### src/rtl/alu_stage_pkg.sv
// Shared opcodes, FSM state type and command layout for the ALU issue stage.
package alu_stage_pkg;

  localparam int OP_W    = 4;
  localparam int SHAMT_W = 5;

  localparam logic [OP_W-1:0] OP_ADD  = 4'd0;
  localparam logic [OP_W-1:0] OP_SUB  = 4'd1;
  localparam logic [OP_W-1:0] OP_AND  = 4'd2;
  localparam logic [OP_W-1:0] OP_OR   = 4'd3;
  localparam logic [OP_W-1:0] OP_SLL  = 4'd4;
  localparam logic [OP_W-1:0] OP_SRL  = 4'd5;
  localparam logic [OP_W-1:0] OP_SRA  = 4'd6;
  localparam logic [OP_W-1:0] OP_GT   = 4'd7;
  localparam logic [OP_W-1:0] OP_LT   = 4'd8;
  localparam logic [OP_W-1:0] OP_LAST = 4'd8;

  typedef enum logic [1:0] {IDLE, EXEC, WAIT} state_e;

  localparam int CMD_W = 2*32 + OP_W + SHAMT_W;

  // Command word is {a, b, op, shamt}, MSB first.
  function automatic int cmd_w(input int data_w);
    return 2*data_w + OP_W + SHAMT_W;
  endfunction

endpackage

### src/rtl/alu_cmd_fifo.sv
// Synchronous command FIFO; pointers wrap modulo DEPTH (power of two).
module alu_cmd_fifo #(
  parameter int DEPTH = 4,
  parameter int WIDTH = 73
) (
  input  logic                     clk,
  input  logic                     rst,
  input  logic                     push_i,
  input  logic [WIDTH-1:0]         wdata_i,
  input  logic                     pop_i,
  output logic [WIDTH-1:0]         rdata_o,
  output logic                     full_o,
  output logic                     empty_o,
  output logic [$clog2(DEPTH):0]   count_o
);

  localparam int PtrW = $clog2(DEPTH);
  localparam logic [PtrW:0] FullCount = DEPTH[PtrW:0];

  logic [WIDTH-1:0] mem_q [DEPTH];
  logic [PtrW-1:0]  wr_ptr_q;
  logic [PtrW-1:0]  rd_ptr_q;
  logic [PtrW:0]    count_q;
  logic             do_push;
  logic             do_pop;

  // Full blocks pushes even when a pop happens in the same cycle.
  assign full_o  = (count_q == FullCount);
  assign empty_o = (count_q == '0);
  assign do_push = push_i && !full_o;
  assign do_pop  = pop_i && !empty_o;
  assign rdata_o = mem_q[rd_ptr_q];
  assign count_o = count_q;

  always_ff @(posedge clk) begin
    if (rst) begin
      wr_ptr_q <= '0;
      rd_ptr_q <= '0;
      count_q  <= '0;
    end else begin
      if (do_push) wr_ptr_q <= wr_ptr_q + 1'b1;
      if (do_pop)  rd_ptr_q <= rd_ptr_q + 1'b1;
      case ({do_push, do_pop})
        2'b10:   count_q <= count_q + 1'b1;
        2'b01:   count_q <= count_q - 1'b1;
        default: count_q <= count_q;
      endcase
    end
  end

  always_ff @(posedge clk) begin
    if (do_push) mem_q[wr_ptr_q] <= wdata_i;
  end

endmodule

### src/rtl/alu_issue_stage.sv
// Issue stage: queues ALU commands, drives registered ALU operands, returns results.
// Define ALU_ISSUE_STATS_EN to add the stat_ops/stat_ovf handshake counters.
module alu_issue_stage
  import alu_stage_pkg::*;
#(
  parameter int DEPTH  = 4,
  parameter int DATA_W = 32
) (
  input  logic              clk,
  input  logic              rst,
  input  logic              in_valid,
  output logic              in_ready,
  input  logic [DATA_W-1:0] in_a,
  input  logic [DATA_W-1:0] in_b,
  input  logic [3:0]        in_op,
  input  logic [4:0]        in_shamt,
  output logic [DATA_W-1:0] alu_a,
  output logic [DATA_W-1:0] alu_b,
  output logic [3:0]        alu_op,
  output logic [4:0]        alu_shamt,
  input  logic [DATA_W-1:0] alu_result,
  input  logic              alu_overflow,
  output logic              out_valid,
  input  logic              out_ready,
  output logic [DATA_W-1:0] out_result,
  output logic              out_overflow,
  output logic              out_illegal,
  output logic [3:0]        out_op
`ifdef ALU_ISSUE_STATS_EN
  ,
  output logic [31:0]       stat_ops,
  output logic [15:0]       stat_ovf
`endif
);

  localparam int CmdW = cmd_w(DATA_W);

  logic [CmdW-1:0]         fifo_wdata;
  logic [CmdW-1:0]         fifo_rdata;
  logic                    fifo_full;
  logic                    fifo_empty;
  logic [$clog2(DEPTH):0]  fifo_count_unused;
  logic                    have_cmd;
  logic                    load_cmd;
  logic                    out_hs;
  logic                    op_illegal;
  logic                    op_arith;

  state_e                  state_q;
  logic [DATA_W-1:0]       alu_a_q;
  logic [DATA_W-1:0]       alu_b_q;
  logic [3:0]              alu_op_q;
  logic [4:0]              alu_shamt_q;
  logic                    out_valid_q;
  logic [DATA_W-1:0]       out_result_q;
  logic                    out_overflow_q;
  logic                    out_illegal_q;
  logic [3:0]              out_op_q;

  assign fifo_wdata = {in_a, in_b, in_op, in_shamt};
  assign in_ready   = !fifo_full;
  assign have_cmd   = !fifo_empty;
  assign out_hs     = out_valid_q && out_ready;

  // A load pops the FIFO head; it happens from IDLE or on a WAIT handshake.
  assign load_cmd = have_cmd && ((state_q == IDLE) || ((state_q == WAIT) && out_ready));

  assign op_illegal = (alu_op_q > OP_LAST);
  assign op_arith   = (alu_op_q == OP_ADD) || (alu_op_q == OP_SUB);

  alu_cmd_fifo #(
    .DEPTH (DEPTH),
    .WIDTH (CmdW)
  ) u_fifo (
    .clk     (clk),
    .rst     (rst),
    .push_i  (in_valid),
    .wdata_i (fifo_wdata),
    .pop_i   (load_cmd),
    .rdata_o (fifo_rdata),
    .full_o  (fifo_full),
    .empty_o (fifo_empty),
    .count_o (fifo_count_unused)
  );

  always_ff @(posedge clk) begin
    if (rst) begin
      state_q        <= IDLE;
      alu_a_q        <= '0;
      alu_b_q        <= '0;
      alu_op_q       <= '0;
      alu_shamt_q    <= '0;
      out_valid_q    <= 1'b0;
      out_result_q   <= '0;
      out_overflow_q <= 1'b0;
      out_illegal_q  <= 1'b0;
      out_op_q       <= '0;
    end else begin
      if (load_cmd) begin
        alu_a_q     <= fifo_rdata[CmdW-1 -: DATA_W];
        alu_b_q     <= fifo_rdata[OP_W+SHAMT_W +: DATA_W];
        alu_op_q    <= fifo_rdata[SHAMT_W +: OP_W];
        alu_shamt_q <= fifo_rdata[SHAMT_W-1:0];
      end
      case (state_q)
        IDLE: begin
          if (have_cmd) state_q <= EXEC;
        end
        // ALU overflow is only meaningful for add/sub; illegal ops are zeroed.
        EXEC: begin
          out_valid_q    <= 1'b1;
          out_op_q       <= alu_op_q;
          out_illegal_q  <= op_illegal;
          out_result_q   <= op_illegal ? '0 : alu_result;
          out_overflow_q <= op_arith && alu_overflow;
          state_q        <= WAIT;
        end
        WAIT: begin
          if (out_ready) begin
            out_valid_q <= 1'b0;
            state_q     <= have_cmd ? EXEC : IDLE;
          end
        end
        default: state_q <= IDLE;
      endcase
    end
  end

  assign alu_a        = alu_a_q;
  assign alu_b        = alu_b_q;
  assign alu_op       = alu_op_q;
  assign alu_shamt    = alu_shamt_q;
  assign out_valid    = out_valid_q;
  assign out_result   = out_result_q;
  assign out_overflow = out_overflow_q;
  assign out_illegal  = out_illegal_q;
  assign out_op       = out_op_q;

`ifdef ALU_ISSUE_STATS_EN
  logic [31:0] stat_ops_q;
  logic [15:0] stat_ovf_q;

  // Op count wraps; overflow count saturates.
  always_ff @(posedge clk) begin
    if (rst) begin
      stat_ops_q <= '0;
      stat_ovf_q <= '0;
    end else if (out_hs) begin
      stat_ops_q <= stat_ops_q + 32'd1;
      if (out_overflow_q && (stat_ovf_q != 16'hFFFF)) stat_ovf_q <= stat_ovf_q + 16'd1;
    end
  end

  assign stat_ops = stat_ops_q;
  assign stat_ovf = stat_ovf_q;
`else
  logic out_hs_unused;
  assign out_hs_unused = out_hs;
`endif

endmodule

### config.mk
export PLATFORM = sky130hd
export DESIGN_NAME = alu_issue_stage
export DESIGN_NICKNAME = d
export VERILOG_FILES = /design/src/rtl/alu_stage_pkg.sv /design/src/rtl/alu_cmd_fifo.sv /design/src/rtl/alu_issue_stage.sv
export SDC_FILE = /design/constraint.sdc
export NUM_CORES = 1
export LEC_CHECK = 0
export BUFFER_PORTS_ARGS = -buffer_cell sky130_fd_sc_hd__buf_4
export CAP_MARGIN = 5
export CORE_ASPECT_RATIO = 0.6
export CORE_MARGIN = 4
export CORE_UTILIZATION = 40
export CTS_CLUSTER_DIAMETER = 30
export CTS_CLUSTER_SIZE = 10
export DETAILED_ROUTE_END_ITERATION = 8
export PLACE_DENSITY = 0.57
export SLEW_MARGIN = 0
export SYNTH_ARGS = -nofsm -noshare
export SYNTH_HDL_FRONTEND = slang
export SYNTH_HIERARCHICAL = 1
export SYNTH_SLANG_ARGS = --single-unit
### constraint.sdc
create_clock -name clk -period 3.1 [get_ports clk]
set_input_delay 0.31 -clock clk [delete_from_list [all_inputs] [get_ports clk]]
set_output_delay 0.31 -clock clk [all_outputs]
set_load 0.03 [all_outputs]
---- After elaboration in Yosys (flattened, before gate mapping) ----
Memories as Yosys holds them, arrays and structs flattened. A register that Yosys moved wholly into a read port is not among the register bits.
Cells that the tools add are included.
word-level totals
  bits in writable memories ............... 292
  bits in read-only memories .............. 0
  bits in latches ......................... 0
  flip-flop bits (word level) ............. 48
  logic and storage cells ................. 49
  output and inout bits ................... 113
  memories kept ........................... 1
memories
  name          words  bits a word  read ports  clocked after Yosys merged registers in  write ports  line                RTL
  u_fifo.mem_q  4      73           1           1                                        1            alu_cmd_fifo.sv:20  logic [WIDTH-1:0] mem_q [DEPTH];
operators by class
  shift operators ......................... 0
  equal/unequal tests ..................... 8
  $add $sub $neg .......................... 4
  div/mod/pow operators ................... 0
  multiply operators ...................... 0
  $lt $le $gt $ge ......................... 1
  reduce and logical (&&, ||, !) cells .... 16
  bitwise operators ....................... 0
  mux-type cells .......................... 10
operator list
  cell                                                  count
  2-to-1 mux 32 bit                                     1
  case mux 2 bit (3 select lines)                       1
  case mux 3 bit (2 select lines)                       1
  logical AND 1 bit                                     5
  adder 2 x 1 -> 2 bit (second input constant)          2
  equality test 2 x 1 -> 1 bit (second input constant)  2
  equality test 2 bit (second input constant)           2
  equality test 4 x 1 -> 1 bit (second input constant)  1
  > comparator 4 bit (second input constant)            1
  logical NOT 4 bit                                     1
  2-to-1 mux 1 bit                                      4
  2-to-1 mux 2 bit                                      2
  != test 2 bit (second input constant)                 2
  AND reduction 2 bit                                   2
  nonzero test 2 bit                                    2
  adder 3 x 1 -> 3 bit (second input constant)          1
  equality test 3 bit (second input constant)           1
  logical NOT 3 bit                                     1
  subtractor 3 x 1 -> 3 bit (second input constant)     1
  logical NOT 1 bit                                     2
  logical NOT 2 bit                                     1
  logical OR 1 bit                                      2
  case mux 1 bit (2 select lines)                       1

---- Depth between registers and ports, before layout ----
Gate-level depths: netlist of the first run.
  depth in word-level cells ............... 7
  mapped depth ............................ 14

---- Cells and area by module ----
Netlist of the first run, hierarchy kept.
modules (own cells, without submodules)
  module           area an instance (um^2)  cells each  instances
  alu_cmd_fifo     11083.1                  435         1
  alu_issue_stage  4448.0                   514         1

---- Least setup slack after synthesis of the first run ----
OpenSTA, ideal clock, no wires.
  path type ............................... register -> register
  start ................................... register u_fifo.count_q[2] (netlist: u_fifo/count_o[2])
  end ..................................... memory u_fifo.mem_q[2][0], enable pin
  data required time ...................... 2.661 ns
  data arrival time ....................... 2.467 ns
  cell stages (with the launch flop) ...... 4
  slack ................................... 0.194 ns
  period minus slack after synthesis ...... 2.906 ns
  path through ............................ dfxtp_1 > nor3b_2 > nor2_1 > and2_1
on the way
  longest elaborated chain between the ends .. 5
ends and longest elaborated chain
  what                                    line                   RTL
  start: declaration                      alu_cmd_fifo.sv:23     logic [PtrW:0] count_q;
  start signal: assignment                alu_cmd_fifo.sv:44     2'b10: count_q <= count_q + 1'b1;
  start signal: assignment                alu_cmd_fifo.sv:45     2'b01: count_q <= count_q - 1'b1;
  start signal: assignment                alu_cmd_fifo.sv:46     default: count_q <= count_q;
  equality test 3 bit                     alu_cmd_fifo.sv:28     assign full_o = (count_q == FullCount);
  net fifo_full                           alu_issue_stage.sv:40  logic fifo_full;
  logical NOT 1 bit                       alu_cmd_fifo.sv:30     assign do_push = push_i && !full_o;
  logical AND 1 bit                       alu_cmd_fifo.sv:30
  2-to-1 mux 1 bit                        alu_cmd_fifo.sv:52     if (do_push) mem_q[wr_ptr_q] <= wdata_i;
  2-to-1 mux 1 bit (implied by the code)  alu_cmd_fifo.sv:52
  end: declaration                        alu_cmd_fifo.sv:20
The timed path passes the listed nets, and every way through them passes these cells.

---- Final worst setup path of the first run ----
  start ................................... register u_fifo.count_q[0] (netlist: u_fifo/count_o[0])
  end ..................................... register u_fifo.count_q[2] (netlist: u_fifo/count_o[2])
on the way
  longest elaborated chain between the ends .. 6
  elaborated cells between the ends (all ways) .. 13
ends and longest elaborated chain
  what                                                                   line                   RTL
  logical NOT 3 bit *                                                    alu_cmd_fifo.sv:29     assign empty_o = (count_q == '0);
  net fifo_empty                                                         alu_issue_stage.sv:41  logic fifo_empty;
  logical NOT 1 bit *                                                    alu_issue_stage.sv:62  assign have_cmd = !fifo_empty;
  logical AND 1 bit *                                                    alu_issue_stage.sv:66  assign load_cmd = have_cmd && ((state_q == IDLE) || ((state_q == WAIT) && out_ready));
  net load_cmd                                                           alu_issue_stage.sv:44  logic load_cmd;
  logical AND 1 bit *                                                    alu_cmd_fifo.sv:31     assign do_pop = pop_i && !empty_o;
  net u_fifo.do_pop                                                      alu_cmd_fifo.sv:25     logic do_pop;
  equality test 2 x 1 -> 1 bit or equality test 2 bit (tied branches)    alu_cmd_fifo.sv:43     case ({do_push, do_pop})
  case mux 3 bit (2 select lines) or nonzero test 2 bit (tied branches)  n/a
Mark *: on every way through the listed nets, which the timed path passes. The rest lies on a longest branch.
A chain may end at the register's enable or synchronous reset.

==> impl_summary.log, run 1 <==
INFO  metric outcome = finished clean
INFO  metric yosysSeqAreaShare = 0.723
INFO  metric pwr_density_cell = between 900 and 1000 nW/um^2
INFO  metric antenna_found_initial = 1
INFO  metric yosys_warnings = 6
INFO  metric fraction_of_the_mapped_netlist_area_in_compound_gates = 0.0632
INFO  metric reg2reg_slack = 720 ps
INFO  metric dieWidth = around 260 um
INFO  metric height_of_the_die = around 160 um
INFO  metric route.detailed.wl_per_inst = ~20 um
INFO  metric pin_count_of_the_biggest_net_entering_global_routing = between 100 and 150
INFO  metric final.period_utilization = 0.767
INFO  metric pre_cts_slack = between 700 and 800 ps
INFO  metric final.hold.worst_slack = ~80 ps
INFO  metric fin_cells = ~1900
INFO  metric fin_area = roughly 21000 um^2
INFO  metric synth_fa_ha_area_frac = 0.00532
INFO  metric grt_first_pass_wirelength = between 50 and 60 mm
INFO  metric clock-sinks = between 400 and 500
INFO  metric total_power = between 15 and 20 mW
INFO  metric clock_tree.htree_level_count = 3
INFO  metric register_bit_total_from_synthesis = between 400 and 500
INFO  metric timing.critical_path.from_type = register
INFO  metric worstReg2RegStart = u_fifo/count_o[0]
INFO  metric rsz_0062_raised_after_global_routing = no
INFO  metric synthesis.area_per_instance = between 15 and 20 um^2
INFO  metric cts_tree = built
INFO  metric setup.worst_path.class = reg -> reg
INFO  metric final_period_minus_worst_setup_slack = ~2400 ps
INFO  metric synth_top_family_by_area = multiplexers
INFO  metric place_hpwl = 21.5 mm
INFO  metric finalWirelength = between 30 and 40 mm
INFO  metric design.final.nets = 1409
INFO  metric fin_worst_skew = 17.3 ps
INFO  metric mux_contribution_to_synthesized_area = 0.107
INFO  metric arrival = roughly 2800 ps
INFO  metric crit_path_end_kind = register
INFO  metric critical_path.most_common_cell = inv_1
INFO  metric cell_by_cell_trace_of_the_critical_path = nor3_1 > or2_4 > nor2_1 > o31ai_1 > inv_1 > ha_1 > inv_1 > fa_1 > xor2_1 > or3_1 > a21oi_1
INFO  metric layout-area-overhead-vs-synth = 35.2%
INFO  metric hold_path.startpoint = out_ready
INFO  metric crit_path_setup_slack_layout = between 700 and 800 ps
INFO  metric path_clk_slew = 50 ps
INFO  metric tritoncts.num_buffers = 66
INFO  metric grt_remaining_overflow = 0
INFO  metric antenna_cells = 0
INFO  metric cts_buffer_depth = 3
INFO  metric tns = 0 ps
INFO  metric placementRows = 55
INFO  metric leakage = roughly 7.5 nW
INFO  metric die_area = approximately 42000 um^2
INFO  metric crit_fanout = 5
INFO  metric top_ports = ~220
INFO  metric syn-cell-area = 15500 um^2
INFO  metric drt_drc_violations_left = 0
INFO  metric cp_slowest_stage_delay = 410 ps
INFO  metric routed-via-count = about 9400
INFO  metric number_of_global_route_vias_before_repair = slightly below 10000
INFO  metric start_util = 0.409
INFO  metric vdd_ir_drop_max = 0.814 mV
INFO  metric synth.lib_cells_used.distinct = 34
INFO  metric placedInstanceArea = ~18000 um^2
INFO  metric total_instance_count_after_detailed_placement = 1633
INFO  metric maxCapViolCount = 0
INFO  metric cp_slowest_cell = dfxtp_1
INFO  metric mappedNetlistNets = between 1000 and 1500
INFO  metric post_cts.repair.setup_buffers = 0
INFO  metric final_util = 0.553
INFO  metric whs_endpoint = state_q[1]
INFO  metric fillerInstances = between 3000 and 4000
INFO  metric core_region_area = between 30000 and 40000 um^2
INFO  metric timing.rr.end = u_fifo/count_o[2]
INFO  metric post_route_cells_drive_above_1_share = 0.321
INFO  metric timing.final.max_slew_violations = 0
INFO  metric max-slew-margin-rel = 0.530
INFO  metric holdCritPathClass = in -> reg
INFO  metric timing_worst_slew_pin_value = ~700 ps
INFO  metric post_synth_xor_area_fraction = 0.00169
INFO  metric finalWeightedCongestion = 0.717
INFO  metric data_required_time_of_the_worst_path = 3570 ps
INFO  metric synthesized_netlist_cell_count = approximately 950
INFO  metric ctsRootBufferMaster = clkbuf_16
INFO  metric clk_latency = around 560 ps
INFO  metric synth_simple_gate_area_frac = 0.0707
INFO  metric cts_resized = 0
INFO  metric min_path_cells = 3
INFO  metric post_cts_hold_buffer_count = between 100 and 150
INFO  metric track_usage = 0.171
INFO  metric finalHoldViolCount = 0
INFO  metric drt_iter0_markers = about 710
INFO  metric setup_viol_count_final = 0
INFO  metric fmax = ~420 MHz
INFO  metric first_pass_iters = 4
INFO  metric port_buffers = 222
INFO  metric via_per_instance_ratio = between 5 and 6
INFO  metric postRouteAntennaNets = 0
INFO  metric reg2regPathDepth = 11
[critical path, delay by kind of cell, from the launching register on]
family / cells / cell delay [ps]
and+or+nand+nor: 4 / 780
adders and majority gates: 2 / 550
DFF: 1 / 410
AOI/OAI and AO/OA: 2 / 250
xor gates and xnor gates: 1 / 160
buffers and inverters: 2 / 140
[cell type report]
class | instances | area (um^2) | share of cell area
Sequential cell | 415 | 11200 | 0.535
Inverter | 9 | 33.8 | 0.00161
Timing Repair Buffer | 345 | 2970 | 0.141
Tap cell | 513 | 642 | 0.0306
Clock inverter | 33 | 430 | 0.0205
Multi-Input combinational cell | 456 | 3870 | 0.184
Clock buffer | 85 | 1820 | 0.0865
[where the power goes]
part | switching [mW] | total, mW | internal (mW)
Combinational | 3.01 | 4.96 | 1.94
Sequential | 0.474 | 7.36 | 6.89
Clock | 2.48 | 7.37 | 4.90
Total | 5.97 | 19.7 | 13.7
[synthesized netlist by cell type]
cell type,number,area [um^2]
or2_4,1,8.76
edfxtp_1,292,8770
nand2b_1,2,12.5
o21ai_0,77,385
clkbuf_1,42,158
or3_1,4,25.0
mux4_1,1,26.3
nor3_1,2,10.0
xor2_1,3,26.3
o31ai_1,1,7.51
nor3b_2,1,12.5
clkbuf_2,1,5.00
nor4b_1,1,8.76
buf_2,12,60.1
buf_12,7,140
dfxtp_1,123,2460
buf_1,3,11.3
inv_1,9,33.8
mux2i_1,1,10.0
or3b_1,65,569
ha_1,5,62.6
nand2_1,76,285
and2_1,4,25.0
fa_1,1,20.0
or3b_2,9,78.8
nor2_1,8,30.0
a31o_2,1,8.76
or2b_1,1,7.51
mux4_2,72,1620
nand3b_1,1,7.51
buf_6,4,45.0
a21oi_1,116,581
nand3_1,1,5.00
nor2b_1,2,12.5
[cells by family (layout without fill, tap and decap cells)]
logic type,count (synthesis),count (layout)
compound gates,195,195
simple gates,178,178
flops,415,415
xor+xnor,3,3
mux,74,74
buf+inv,78,472
fa+ha+maj,6,6
[sequential cells by signal (all words and copies together) (netlist names), named ones only]
register and cells:
state_q 2, out_valid 1, u_fifo/wr_ptr_q 2, alu_shamt 5, out_illegal 1, alu_a 32, out_result 32, u_fifo/mem_q 292
out_overflow 1, u_fifo/rd_ptr_q 2, alu_op 4, alu_b 32, u_fifo/count_o 3, out_op 4
[cell usage in the layout (no fill, tap or decap), drive strengths merged]
| cell type | instances |
|---|---|
| edfxtp | 292 |
| buf | 240 |
| dfxtp | 123 |
| a21oi | 116 |
| dlygate4sd3 | 105 |
| clkbuf | 85 |
| o21ai | 77 |
| nand2 | 76 |
| or3b | 74 |
| mux4 | 73 |
| clkinv | 18 |
| inv | 14 |
| bufinv | 9 |
| nor2 | 8 |
| ha | 5 |
| or3 | 4 |
| and2 | 4 |
| xor2 | 3 |
| nor3 | 2 |
| nand2b | 2 |
| nor2b | 2 |
| or2 | 1 |
| or2b | 1 |
| a31o | 1 |
| nand3b | 1 |
| nor4b | 1 |
| nand3 | 1 |
| clkinvlp | 1 |
| o31ai | 1 |
| nor3b | 1 |
| mux2i | 1 |
| fa | 1 |
[per-layer routing]
layer	vias up	part of all wire	GRT usage
met2	268	0.47	0.267
met4	2	0.017	0.0453
met1	4718	0.45	0.241
li1	4367	-	-
met3	56	0.060	0.0439
met5	-	0.00033	0
[how the worst max path moves through the flow]
| stage | from | to | slack, ps | depth (start not counted) |
|---|---|---|---|---|
| detailed placement | u_fifo/count_o[0] | u_fifo/count_o[2] | 740 | 11 |
| floorplan | u_fifo/count_o[2] | u_fifo/mem_q[2][0] | 190 | 3 |
| global placement | u_fifo/count_o[0] | u_fifo/count_o[2] | 760 | 11 |
| CTS | u_fifo/count_o[0] | u_fifo/count_o[2] | 730 | 11 |
| global route | u_fifo/count_o[0] | u_fifo/count_o[2] | 570 | 11 |
| finish | u_fifo/count_o[0] | u_fifo/count_o[2] | 720 | 11 |
Note: power is estimated with default switching activity, not from simulation.
==> inputs of run 2 (changes only) <==
==> constraint.sdc (replaced) <==
create_clock -name clk -period 2.44 [get_ports clk]
set_input_delay 0.244 -clock clk [delete_from_list [all_inputs] [get_ports clk]]
set_output_delay 0.244 -clock clk [all_outputs]
set_load 0.03 [all_outputs]
==> impl_summary.log, run 2 (same netlist as run 1, synthesis figures left out) <==
INFO  metric outcome = finished clean (unchanged)
INFO  metric clk_latency = 560 ps (about the same)
INFO  metric cts_buffer_depth = 3 (unchanged)
INFO  metric final_period_minus_worst_setup_slack = 2190 ps (was 2380 ps)
INFO  metric start_util = 0.409 (unchanged)
INFO  metric arrival = 2670 ps (was 2840 ps)
INFO  metric ctsRootBufferMaster = clkbuf_16 (unchanged)
INFO  metric vdd_ir_drop_max = 1.11 mV (was 0.814 mV)
INFO  metric core_region_area = 38000 um^2 (unchanged)
INFO  metric total_power = 25.0 mW (was 19.7 mW)
INFO  metric max_flop_register = u_fifo/mem_q (unchanged)
INFO  metric drt_iter0_markers = 637 (was 706)
INFO  metric fin_worst_skew = 11.7 ps (was 17.3 ps)
INFO  metric combPwrFrac = 0.256 (was 0.252)
INFO  metric crit_fanout = 5 (unchanged)
INFO  metric path_clk_slew = 50 ps (about the same)
INFO  metric pwr_density_cell = 1180 nW/um^2 (was 938 nW/um^2)
INFO  metric drt_drc_violations_left = 0 (unchanged)
INFO  metric cts_tree = built (unchanged)
INFO  metric antenna_cells = 0 (unchanged)
INFO  metric postRouteAntennaNets = 0 (unchanged)
INFO  metric mostFrequentLayoutCell = edfxtp_1 (unchanged)
INFO  metric grt_remaining_overflow = 0 (unchanged)
INFO  metric height_of_the_die = 161 um (unchanged)
INFO  metric design.final.nets = 1416 (was 1409)
INFO  metric total_instance_count_after_detailed_placement = 1637 (was 1633)
INFO  metric clock-sinks = 415 (unchanged)
INFO  metric via_per_instance_ratio = 4.97 (was 5.07)
INFO  metric layout-area-overhead-vs-synth = 36.6% (was 35.2%)
INFO  metric track_usage = 0.171 (about the same)
INFO  metric setup.worst_path.class = reg -> reg (unchanged)
INFO  metric final_util = 0.558 (was 0.553)
INFO  metric cts_resized = 0 (unchanged)
INFO  metric number_of_global_route_vias_before_repair = 9811 (was 9643)
INFO  metric final.period_utilization = 0.898 (was 0.767)
INFO  metric finalHoldViolCount = 0 (unchanged)
INFO  metric power.switching_fraction = 0.307 (was 0.303)
INFO  metric holdCritPathClass = in -> reg (unchanged)
INFO  metric maxCapViolCount = 0 (unchanged)
INFO  metric first_pass_iters = 5 (was 4)
INFO  metric netSwitchingPower = 7.69 mW (was 5.97 mW)
INFO  metric post_cts.repair.setup_buffers = 0 (unchanged)
INFO  metric timing.final.max_slew_violations = 0 (unchanged)
INFO  metric rsz_0062_raised_after_global_routing = no (unchanged)
INFO  metric finalWeightedCongestion = 0.728 (was 0.717)
INFO  metric fin_cells = 1868 (was 1856)
INFO  metric crit_path_end_kind = register (unchanged)
INFO  metric reg2regPathDepth = 11 (unchanged)
INFO  metric dieWidth = 262 um (unchanged)
INFO  metric min_path_cells = 4 (was 3)
INFO  metric post_cts_hold_buffer_count = 106 (was 104)
INFO  metric die_area = 42100 um^2 (unchanged)
INFO  metric tns = 0 ps (unchanged)
INFO  metric leading_cell_types_in_the_layout_fill_and_taps_excluded = 292 x edfxtp_1, 225 x buf_4, 118 x dfxtp_1 (was 292 x edfxtp_1, 231 x buf_4, 121 x dfxtp_1)
INFO  metric port_buffers = 222 (unchanged)
INFO  metric data_required_time_of_the_worst_path = 2920 ps (was 3570 ps)
INFO  metric placementRows = 55 (unchanged)
INFO  metric grt_first_pass_wirelength = 57.1 mm (was 57.0 mm)
INFO  metric tritoncts.num_buffers = 68 (was 66)
INFO  metric share_seq_of_total_power = 0.373 (was 0.374)
INFO  metric largest_reg_flops = 292 (unchanged)
INFO  metric p_int = 17.3 mW (was 13.7 mW)
INFO  metric top_ports = 223 (unchanged)
INFO  metric pin_count_of_the_biggest_net_entering_global_routing = 148 (unchanged)
INFO  metric timing_worst_slew_pin_value = 715 ps (was 704 ps)
INFO  metric route.detailed.wl_per_inst = 19.2 um (was 19.6 um)
INFO  metric antenna_found_initial = 1 (unchanged)
INFO  metric clock_tree.htree_level_count = 3 (unchanged)
INFO  metric share_clk_of_total_power = 0.371 (was 0.375)
INFO  metric finalWirelength = 36.0 mm (was 36.3 mm)
INFO  metric place_hpwl = 21.0 mm (was 21.5 mm)
INFO  metric leakage = 7.53 nW (was 7.47 nW)
INFO  metric routed-via-count = 9285 (was 9411)
INFO  metric timing.critical_path.from_type = register (unchanged)
INFO  metric post_route_cells_drive_above_1_share = 0.336 (was 0.321)
INFO  metric setup_viol_count_final = 0 (unchanged)
INFO  metric fmax = 456 MHz (was 421 MHz)
INFO  metric max-slew-margin-rel = 0.523 (was 0.530)
==> run 2: cell count changes in the layout (fill, tap and decap cells not counted), moves of 2 or more <==
cell | before | now
clkinv_2 | 5 | 12
clkinvlp_4 | 1 | 8
buf_4 | 231 | 225
clkinv_4 | 7 | 4
bufinv_16 | 9 | 6
dfxtp_2 | 0 | 2
clkbuf_8 | 3 | 5
dfxtp_1 | 121 | 118
clkbuf_1 | 13 | 7
buf_12 | 9 | 19
==> run 2: through the flow <==
step                setup WS (ps)  instance area [um^2]  hold slack, ps
finish                        248                 21200            75.4
global route                  123                 21200            75.6
CTS                           236                 21200            30.4
detailed placement            241                 17900             448
global placement              272                 17900             442
floorplan                    4.79                 15600             343
==> run 2: power groups by stage <==
stage,Combinational [mW],Clock [mW],Sequential [mW]
detailed placement,6.34,0,9.46
floorplan,2.78,0,10.7
CTS,6.50,9.52,9.34
finish,6.41,9.29,9.32
global route,6.91,9.88,9.46
global placement,6.30,0,9.41
==> run 2: cell type report <==
type	instances	area, um^2
sequential	415	11200
clock buffer	82	1850
fill	3109	16800
multi-input combinational	456	3890
timing repair buffer	350	3130
inverter	9	33.8
tap	513	642
clock inverter	43	422
==> run 2: worst paths after layout <==
path / startpoint / to / slack, ps
max: u_fifo/count_o[1] / u_fifo/count_o[2] / 250
max reg2reg: u_fifo/count_o[1] / u_fifo/count_o[2] / 250
min: in_valid / u_fifo/wr_ptr_q[0] / 80
min reg2reg: out_result[5] / out_result[5] / 460
==> run 2: layer usage <==
metal  track usage  share of wire  routed length [um]
met1         0.239           0.47               16700
met2         0.268           0.47               16800
met3        0.0429          0.049                1770
met4        0.0492          0.018                 653
met5             0        0.00036                  13
==> run 2: worst max-delay path, stage by stage, from the launching register on <==
cell,delay [ps]
dfxtp_2,380
nor3_2,70
or2_4,260
nor2_4,100
o31ai_2,80
inv_1,80
ha_2,180
inv_1,60
fa_2,330
xor2_1,150
or3_1,310
a21oi_1,140
==> inputs of run 3 (changes only) <==
--- a/config.mk
+++ b/config.mk
@@ -13,7 +13,7 @@
 export CTS_CLUSTER_DIAMETER = 30
 export CTS_CLUSTER_SIZE = 10
 export DETAILED_ROUTE_END_ITERATION = 8
-export PLACE_DENSITY = 0.57
+export PLACE_DENSITY = 0.66
 export SLEW_MARGIN = 0
 export SYNTH_ARGS = -nofsm -noshare
 export SYNTH_HDL_FRONTEND = slang
==> impl_summary.log, run 3 (same netlist as run 1, synthesis figures left out) <==
INFO  metric outcome = finished clean (unchanged)
INFO  metric final.period_utilization = 0.892 (was 0.898)
INFO  metric p_int = 16.5 mW (was 17.3 mW)
INFO  metric final.hold.worst_slack = 68.7 ps (was 75.4 ps)
INFO  metric fmax = 460 MHz (was 456 MHz)
INFO  metric ctsRootBufferMaster = clkbuf_16 (unchanged)
INFO  metric data_required_time_of_the_worst_path = 2940 ps (was 2920 ps)
INFO  metric drt_iter0_markers = 661 (was 637)
INFO  metric min_path_cells = 4 (unchanged)
INFO  metric fin_worst_skew = 18.8 ps (was 11.7 ps)
INFO  metric design.final.nets = 1404 (was 1416)
INFO  metric grt_remaining_overflow = 0 (unchanged)
INFO  metric crit_path_end_kind = register (unchanged)
INFO  metric layout-area-overhead-vs-synth = 34.0% (was 36.6%)
INFO  metric routed-via-count = 9376 (was 9285)
INFO  metric leakage = 7.35 nW (was 7.53 nW)
INFO  metric max-slew-margin-rel = 0.537 (was 0.523)
INFO  metric maxCapViolCount = 0 (unchanged)
INFO  metric clock-sinks = 415 (unchanged)
INFO  metric first_pass_iters = 5 (unchanged)
INFO  metric finalHoldViolCount = 0 (unchanged)
INFO  metric fillerInstances = 3033 (was 3109)
INFO  metric mostFrequentLayoutCell = edfxtp_1 (unchanged)
INFO  metric finalWeightedCongestion = 0.745 (was 0.728)
INFO  metric netSwitchingPower = 7.49 mW (was 7.69 mW)
INFO  metric setup.worst_path.class = reg -> reg (unchanged)
INFO  metric place_hpwl = 20.7 mm (was 21.0 mm)
INFO  metric combPwrFrac = 0.264 (was 0.256)
INFO  metric arrival = 2670 ps (about the same)
INFO  metric dieWidth = 262 um (unchanged)
INFO  metric leading_cell_types_in_the_layout_fill_and_taps_excluded = 292 x edfxtp_1, 230 x buf_4, 118 x dfxtp_1 (was 292 x edfxtp_1, 225 x buf_4, 118 x dfxtp_1)
INFO  metric reg2regPathDepth = 11 (unchanged)
INFO  metric antenna_found_initial = 1 (unchanged)
INFO  metric final_period_minus_worst_setup_slack = 2180 ps (was 2190 ps)
INFO  metric via_per_instance_ratio = 5.06 (was 4.97)
INFO  metric clock_tree.htree_level_count = 2 (was 3)
INFO  metric drt_drc_violations_left = 0 (unchanged)
INFO  metric number_of_global_route_vias_before_repair = 9747 (was 9811)
INFO  metric share_seq_of_total_power = 0.390 (was 0.373)
INFO  metric cts_resized = 0 (unchanged)
INFO  metric crit_fanout = 5 (unchanged)
INFO  metric power.switching_fraction = 0.312 (was 0.307)
INFO  metric holdCritPathClass = in -> reg (unchanged)
INFO  metric port_buffers = 222 (unchanged)
INFO  metric postRouteAntennaNets = 0 (unchanged)
INFO  metric cts_buffer_depth = 3 (unchanged)
INFO  metric height_of_the_die = 161 um (unchanged)
INFO  metric top_ports = 223 (unchanged)
INFO  metric tns = 0 ps (unchanged)
INFO  metric post_cts_hold_buffer_count = 106 (unchanged)
INFO  metric pin_count_of_the_biggest_net_entering_global_routing = 148 (unchanged)
INFO  metric placementRows = 55 (unchanged)
INFO  metric tritoncts.num_buffers = 59 (was 68)
INFO  metric largest_reg_flops = 292 (unchanged)
INFO  metric share_clk_of_total_power = 0.346 (was 0.371)
INFO  metric timing.critical_path.from_type = register (unchanged)
INFO  metric post_route_cells_drive_above_1_share = 0.325 (was 0.336)
INFO  metric grt_first_pass_wirelength = 56.6 mm (was 57.1 mm)
INFO  metric cts_tree = built (unchanged)
INFO  metric path_clk_slew = 50 ps (about the same)
INFO  metric rsz_0062_raised_after_global_routing = no (unchanged)
INFO  metric total_power = 24.0 mW (was 25.0 mW)
INFO  metric start_util = 0.409 (unchanged)
INFO  metric finalWirelength = 35.8 mm (was 36.0 mm)
INFO  metric core_region_area = 38000 um^2 (unchanged)
INFO  metric setup_viol_count_final = 0 (unchanged)
INFO  metric post_cts.repair.setup_buffers = 0 (unchanged)
INFO  metric pwr_density_cell = 1150 nW/um^2 (was 1180 nW/um^2)
INFO  metric route.detailed.wl_per_inst = 19.3 um (was 19.2 um)
INFO  metric clk_latency = 580 ps (was 560 ps)
INFO  metric timing.final.max_slew_violations = 0 (unchanged)
INFO  metric max_flop_register = u_fifo/mem_q (unchanged)
INFO  metric die_area = 42100 um^2 (unchanged)
INFO  metric track_usage = 0.168 (was 0.171)
INFO  metric timing_worst_slew_pin_value = 695 ps (was 715 ps)
INFO  metric vdd_ir_drop_max = 0.900 mV (was 1.11 mV)
run 3: changes by cell type in the layout (fill, tap and decap cells not counted), moves of 2 or more:
cell / before / now
clkinv_2: 12 / 10
clkinv_4: 4 / 1
buf_4: 225 / 230
buf_12: 19 / 11
clkbuf_16: 70 / 59
clkbuf_1: 7 / 16
clkbuf_8: 5 / 9
clkinv_1: 7 / 2
clkinvlp_4: 8 / 4
run 3: worst paths after layout:
kind,from,end,slack (ps)
worst max register to register,u_fifo/count_o[1],u_fifo/count_o[2],260
worst min-delay path,in_valid,u_fifo/wr_ptr_q[0],70
worst max-delay path,u_fifo/count_o[1],u_fifo/count_o[2],260
worst min register to register,out_result[8],out_result[8],450
run 3: stage by stage:
| step | worst slack [ps] | cell area [um^2] | instances | util |
|---|---|---|---|---|
| after floorplan | 4.79 | 15600 | 949 | - |
| after global placement | 281 | 17800 | 1634 | 0.467 |
| after detailed placement | 276 | 17800 | 1634 | 0.467 |
| after CTS | 259 | 20800 | 1852 | 0.548 |
| after global routing | 111 | 20800 | 1853 | 0.548 |
| final | 264 | 20800 | 1853 | 0.548 |
run 3: worst max-delay path, stage by stage, from the launching register on:
cell	delay (ps)
dfxtp_2	370
nor3_2	70
or2_4	250
nor2_4	90
o31ai_2	80
inv_1	70
ha_2	180
inv_1	50
fa_2	330
xor2_1	150
or3_1	310
a21oi_1	140
run 3: per-layer routing:
metal  vias to the layer above  GRT usage  wire [um]
met1                      4726      0.233      16200
met5                         -          0          0
met2                       230      0.268      17100
met4                         0     0.0424        612
met3                        51     0.0420       1950
li1                       4369          -          -
run 3: cell type report:
cell class                      instances  area [um^2]  share of cell area
Tap cell                              513          642              0.0308
Timing Repair Buffer                  347         3010               0.145
Clock buffer                           84         1660              0.0798
Sequential cell                       415        11200               0.540
Multi-Input combinational cell        456         3890               0.187
Inverter                                9         33.8             0.00162
Antenna cell                            1         2.50            0.000120
Clock inverter                         28          328              0.0158
run 3: power by group through the flow:
stage	clock (mW)	sequential, mW	combinational [mW]
5_1_grt	8.88	9.50	6.82
6_report	8.31	9.35	6.34
3_5_place_dp	0	9.50	6.27
3_3_place_gp	0	9.45	6.19
2_1_floorplan	0	10.7	2.78
4_1_cts	8.53	9.37	6.42
